[config.mk]
export PLATFORM = sky130hd
export DESIGN_NAME = pc_fetch_ctrl
export DESIGN_NICKNAME = d
export VERILOG_FILES = /design/src/rtl/pc_fetch_ctrl.sv
export SDC_FILE = /design/constraint.sdc
export NUM_CORES = 1
export LEC_CHECK = 0
export ABC_AREA = 0
export CORE_ASPECT_RATIO = 1.1
export CORE_MARGIN = 4
export CORE_UTILIZATION = 40
export CTS_BUF_LIST = sky130_fd_sc_hd__clkbuf_8
export CTS_CLUSTER_DIAMETER = 100
export CTS_CLUSTER_SIZE = 16
export DETAILED_ROUTE_END_ITERATION = 8
export PLACE_DENSITY = 0.83
export SYNTH_ARGS = -nofsm -noshare
export SYNTH_HDL_FRONTEND = slang
export SYNTH_SLANG_ARGS = --single-unit
[constraint.sdc]
create_clock -name clk -period 2.29 [get_ports clk]
set_input_delay 0.687 -clock clk [delete_from_list [all_inputs] [get_ports clk]]
set_output_delay 0.687 -clock clk [all_outputs]
set_load 0.05 [all_outputs]
[src/rtl/pc_fetch_ctrl.sv]
// Program-counter register and instruction-fetch sequencer.
// Drives the instruction-memory req/ack handshake and latches the fetched word for decode.
module pc_fetch_ctrl #(
  parameter int unsigned W        = 32,
  parameter logic [W-1:0] RESET_PC = '0,
  parameter int unsigned INC      = 4,
  parameter int unsigned TIMEOUT  = 15
) (
  input  logic         clk,
  input  logic         reset,
  input  logic [W-1:0] NextPC,
  input  logic         Stall,
  input  logic         ImemAck,
  input  logic [31:0]  ImemData,
  output logic [W-1:0] PC,
  output logic [W-1:0] PCPlus4,
  output logic         ImemReq,
  output logic [W-1:0] ImemAddr,
  output logic [31:0]  Instr,
  output logic         InstrValid,
  output logic         Fault
);

  localparam int unsigned IW = 32;
  localparam int unsigned CW = (TIMEOUT > 1) ? $clog2(TIMEOUT) : 1;
  localparam logic [CW-1:0] CNT_LAST = CW'(TIMEOUT - 1);

  typedef enum logic [1:0] {
    BOOT  = 2'd0,
    FETCH = 2'd1,
    EXEC  = 2'd2,
    FAULT = 2'd3
  } state_e;

  state_e        state_q, state_d;
  logic [W-1:0]  pc_q, pc_d;
  logic [IW-1:0] instr_q, instr_d;
  logic [CW-1:0] cnt_q, cnt_d;
  logic          req_q, req_d;
  logic          valid_q, valid_d;
  logic          fault_q, fault_d;

  // Next-state and registered-output decode; outputs follow the state being entered.
  always_comb begin
    state_d = state_q;
    pc_d    = pc_q;
    instr_d = instr_q;
    cnt_d   = cnt_q;
    req_d   = req_q;
    valid_d = valid_q;
    fault_d = fault_q;
    case (state_q)
      BOOT: begin
        state_d = FETCH;
        req_d   = 1'b1;
        cnt_d   = '0;
      end
      FETCH: begin
        if (ImemAck) begin
          instr_d = ImemData;
          cnt_d   = '0;
          state_d = EXEC;
          req_d   = 1'b0;
          valid_d = 1'b1;
        end else if (cnt_q == CNT_LAST) begin
          state_d = FAULT;
          req_d   = 1'b0;
          fault_d = 1'b1;
        end else begin
          cnt_d = cnt_q + CW'(1);
        end
      end
      EXEC: begin
        if (!Stall) begin
          valid_d = 1'b0;
          if (NextPC[1:0] == 2'b00) begin
            pc_d    = NextPC;
            state_d = FETCH;
            req_d   = 1'b1;
          end else begin
            state_d = FAULT;
            fault_d = 1'b1;
          end
        end
      end
      FAULT: begin
        req_d   = 1'b0;
        valid_d = 1'b0;
        fault_d = 1'b1;
      end
      default: state_d = FAULT;
    endcase
  end

  always_ff @(posedge clk) begin
    if (reset) begin
      state_q <= BOOT;
      pc_q    <= RESET_PC;
      instr_q <= '0;
      cnt_q   <= '0;
      req_q   <= 1'b0;
      valid_q <= 1'b0;
      fault_q <= 1'b0;
    end else begin
      state_q <= state_d;
      pc_q    <= pc_d;
      instr_q <= instr_d;
      cnt_q   <= cnt_d;
      req_q   <= req_d;
      valid_q <= valid_d;
      fault_q <= fault_d;
    end
  end

  // Incrementer wraps modulo 2^W by design.
  assign PCPlus4    = pc_q + W'(INC);
  assign PC         = pc_q;
  assign ImemAddr   = pc_q;
  assign ImemReq    = req_q;
  assign Instr      = instr_q;
  assign InstrValid = valid_q;
  assign Fault      = fault_q;

endmodule

Word-level counts from Yosys, hierarchy flattened
Index checks and enable logic that the tools add are counted.
- flip-flop bits (word level): 73
- output and inout bits: 131
- word-level logic and storage cells: 55
- $add $sub $neg: 2
- equality and inequality tests: 12
- multiplexer cells: 21
- bitwise logic cells: 1
- reductions and logical operators: 12
- operators with widths (cell ; count):
    adder 32 x 3 -> 32 bit (second input constant) ; 1
    != test 2 bit (second input constant) ; 6
    AND reduction 3 bit ; 4
    2-to-1 mux 1 bit ; 10
    2-to-1 mux 2 bit ; 4
    2-to-1 mux 4 bit ; 2
    case mux 4 bit (2 select lines) ; 1
    != test 3 bit (second input constant) ; 2
    case mux 1 bit (3 select lines) ; 2
    case mux 2 bit (3 select lines) ; 1
    nonzero test 3 bit ; 2
    AND reduction 5 bit ; 1
    adder 4 x 1 -> 4 bit (second input constant) ; 1
    equality test 2 bit (second input constant) ; 2
    equality test 4 bit (second input constant) ; 1
    zero test 2 bit ; 2
    case mux 1 bit (4 select lines) ; 1
    AND reduction 2 bit ; 2
    equality test 2 x 1 -> 1 bit (second input constant) ; 1
    nonzero test 2 bit ; 1
    inverter 1 bit ; 1

Depth between registers and ports, before layout
- word-level depth: 4
- depth in mapped cells: 8
- depth with buffers taken out: 6

Worst setup path after synthesis
No wires, ideal clock.
- kind: register to output
- start point: register pc_q[2] (netlist: ImemAddr[2])
- end point: output port PCPlus4[28]
- data arrival time: 2.457 ns
- data required time: 1.603 ns
- path slack: -0.854 ns
- cell stages (with the launch flop): 7
- cell sequence: dfxtp_1 ha_1 and3_1 and3_1 clkbuf_2 nand4_1 xnor2_1
- longest elaborated chain between the ends: 1
- ends and longest elaborated chain (what ; line ; source):
    start, declared ; 36 ; logic [W-1:0] pc_q, pc_d;
    start signal, assigned ; 106 ; pc_q <= pc_d;
    adder 32 x 3 -> 32 bit ; 116 ; assign PCPlus4 = pc_q + W'(INC);
    end, declared ; 16 ; output logic [W-1:0] PCPlus4,
No other way between the ends.

Final worst setup path
- start point: register pc_q[14] (netlist: ImemAddr[14])
- end point: output port PCPlus4[31]
The elaborated chain is that of the path after synthesis.

==> impl_metrics.json <==
{
  "status": "complete, but fails checks",
  "violations": "negative setup slack",
  "grtUsageMet2_pct": 43.0,
  "dp_hpwl_um": 9180,
  "worst_pin_slew_ps": 547,
  "cp.required_ps": 1600,
  "overflow": 0,
  "seq_area_frac_synth_pct": 41.0,
  "met1_usage_pct": 23.7,
  "clk_path_buf_depth": 2,
  "core_sq_um": 8540,
  "viasPerCell": 5.10,
  "nets": 742,
  "async_flop_share_pct": 0,
  "final_core_util_pct": 80.0,
  "reg2reg_depth": 6,
  "synth_common_cells": "nand2_1 (136), dfxtp_1 (73), a21oi_1 (68)",
  "clk_pin_slew_ps": 80,
  "synth_top_area_share_pct": 41.0,
  "portBuffers": 198,
  "finalWorstSetupSlack_ps": -341,
  "drtIter0Drc": 200,
  "drv_slew": 0,
  "synth_top_cells_by_area": "dfxtp_1 (41%), nand2_1 (14%), a21oi_1 (9.5%)",
  "wire_per_inst_um": 17.1,
  "yosys.area.top_type": "dfxtp_1",
  "clk_latency_ps": 350,
  "cp_common_cell": "nand4_1",
  "leakagePower_nw": 2.85,
  "dieWidth_um": 98.0,
  "grt_pass1_wl_um": 19400,
  "globalRouteTotalUtil_pct": 22.8,
  "cts_sinks": 73,
  "crit_cells": 6,
  "start_kind": "register",
  "critPathTopFamily": "simple AND/OR/NAND/NOR gates",
  "dieArea_sq_um": 10500,
  "peakVddDrop_uv": 606,
  "dr.pass1.iters": 4,
  "period_needed_ps": 2630,
  "total_power_mw": 3.97,
  "wirelength_um": 13400,
  "worst_setup_path_end_kind": "primary output",
  "crit_path_top_delay_cell": "dfxtp_4",
  "worstSetupPathType": "register to primary output",
  "slowest_delay_ps": 370,
  "cts_tree": "yes",
  "synth_nets": 536,
  "power_density_nw_per_um2": 581,
  "multi_input_area_sq_um": 2270,
  "rsz0062_at_grt": "yes",
  "fillers": 481,
  "rows": 35,
  "dr_total_vias": 3991,
  "grt.met3_usage_pct": 7.61,
  "ios": 199,
  "crit_buf_inv": 2,
  "fin_crit_sh_pct": 115,
  "top_usage_layer": "met2",
  "syn_avg_cell_area_sq_um": 7.75,
  "skew_ps": 14.1,
  "critPathArrivalTime_ps": 1940,
  "synth-main-ff-cell": "dfxtp_1",
  "yosysMostFrequentCell": "nand2_1",
  "crit_chain": "nand4_1 > and4bb_1 > buf_6 > nand4_1 > xnor2_4 > buf_12",
  "netlist_area_sq_um": 3570,
  "cts-root-buf": "clkbuf_8",
  "finalHoldViolCount": 0,
  "relSlewSlack_pct": 63.4,
  "antenna_found_initial": 0,
  "fmax_ghz": 0.380,
  "cts_buffers": 9,
  "antenna-diode-count": 0,
  "synth_edf_count": 0,
  "grt_pass1_vias": 3925,
  "setup_violations": 22,
  "syn_inst": 460,
  "area_growth_pct": 91.7,
  "initial_core_util_pct": 41.8,
  "htree_levels": 3,
  "yosys_register_bits": 73,
  "grt_max_degree": 39,
  "drc": 0,
  "gp_congestion": 0.847,
  "path_max_fanout": 7,
  "maxCapViolCount": 0,
  "detail-route-antenna-nets": 0,
  "synth_warnings": 0,
  "register_area_sq_um": 1530,
  "min_path_type": "register to register",
  "die_h_um": 107,
  "whs_path_depth": 2,
  "yosysUniqueCellTypes": 38,
  "drive_gt1_share_pct": 35.6
}
-- metrics by stage --
step / hold slack (ps) / instances / TNS, ps / instance area, sq um / worst slack, ps
after global routing: 479 / 782 / -7060 / 6840 / -406
after detailed placement: 448 / 751 / -261 / 6240 / -97.6
after floorplan: 458 / 460 / -1160 / 4040 / -152
after CTS: 458 / 779 / -5000 / 6670 / -341
final: 454 / 782 / -5520 / 6840 / -341
after global placement: 441 / 751 / -56.1 / 6240 / -30.2
-- power breakdown --
group | leakage (nW) | internal [mW] | switching [mW]
clock | 0.116 | 0.647 | 0.504
combinational | 2.13 | 0.522 | 0.847
sequential | 0.610 | 1.37 | 0.0739
total | 2.85 | 2.54 | 1.42
-- repair_timing --
| action | in CTS | in global routing |
|---|---|---|
| resized for setup | 35 | 21 |
| setup endpoints to repair | 27 | 29 |
| pin swaps | 25 | 12 |
| buffers inserted | 12 | 6 |
| hold buffers | 0 | 0 |
-- placed cells by master (no fill, tap or decap), types with 2 or more instances in the layout --
| cell type | count |
|---|---|
| nor2_1 | 13 |
| and4_4 | 3 |
| and2_1 | 3 |
| xnor2_2 | 3 |
| mux2i_1 | 2 |
| dfxtp_4 | 16 |
| clkdlybuf4s50_1 | 102 |
| buf_12 | 31 |
| nor3_4 | 2 |
| nand2_4 | 3 |
| buf_4 | 101 |
| clkinv_4 | 3 |
| nor2b_1 | 2 |
| nand2b_1 | 3 |
| buf_6 | 10 |
| dfxtp_2 | 10 |
| a21oi_1 | 68 |
| or4_1 | 2 |
| nand3_2 | 3 |
| nand4_1 | 7 |
| xnor2_1 | 2 |
| nand3_1 | 7 |
| nor3_1 | 2 |
| and3_1 | 3 |
| xnor2_4 | 13 |
| nand3_4 | 2 |
| nor2_4 | 2 |
| nand2_1 | 132 |
| and4_1 | 2 |
| dlygate4sd2_1 | 7 |
| xor2_4 | 8 |
| ha_1 | 7 |
| o21ai_0 | 3 |
| inv_1 | 7 |
| clkbuf_8 | 10 |
| and3_4 | 6 |
| bufinv_16 | 2 |
| dfxtp_1 | 47 |
| nor3b_1 | 2 |
-- registers in the layout, indices dropped and copies added (netlist names) --
register    flops
Fault           1
ImemAddr       32
ImemReq         1
Instr          32
InstrValid      1
cnt_q           4
state_q         2
-- kinds of logic after synthesis --
logic type	synth area share, %
AOI/OAI and AO/OA	11.6
xor gates and xnor gates	7.09
adders and majority gates	2.81
buffers and inverters	11.3
DFF	41.0
muxes	0.561
and+or+nand+nor	25.7
-- area by class of cell --
class / count / share of cell area, %
Sequential cell: 73 / 22.4
Multi-Input combinational cell: 320 / 33.2
Timing Repair Buffer: 255 / 38.6
Inverter: 7 / 0.384
Clock inverter: 6 / 1.34
Clock buffer: 10 / 2.01
Tap cell: 111 / 2.03
-- worst register-to-register path, delay by kind of cell, from the launching register on --
family	cells	cell delay (ps)
AND/OR/NAND/NOR	2	680
flip-flops	1	410
AO/OA/AOI/OAI	2	310
adder cells (fa/ha/maj)	1	200
buffers and inverters	1	70
-- worst paths after layout --
| check | start | endpoint | slack, ps |
|---|---|---|---|
| min | Instr[24]$_SDFFE_PP0P_ | Instr[24]$_SDFFE_PP0P_ | 450 |
| min reg2reg | Instr[24]$_SDFFE_PP0P_ | Instr[24]$_SDFFE_PP0P_ | 450 |
| max reg2reg | cnt_q[0]$_SDFFE_PP0P_ | cnt_q[3]$_SDFFE_PP0P_ | 550 |
| max | ImemAddr[14]$_SDFFE_PP0P_ | PCPlus4[31] | -340 |
-- metal layers --
layer	wire, um	share of wire, %
met1	4850	36
met2	7110	53
met3	1190	8.9
met4	245	1.8
met5	0	0
Note: power is estimated with default switching activity, not from simulation.
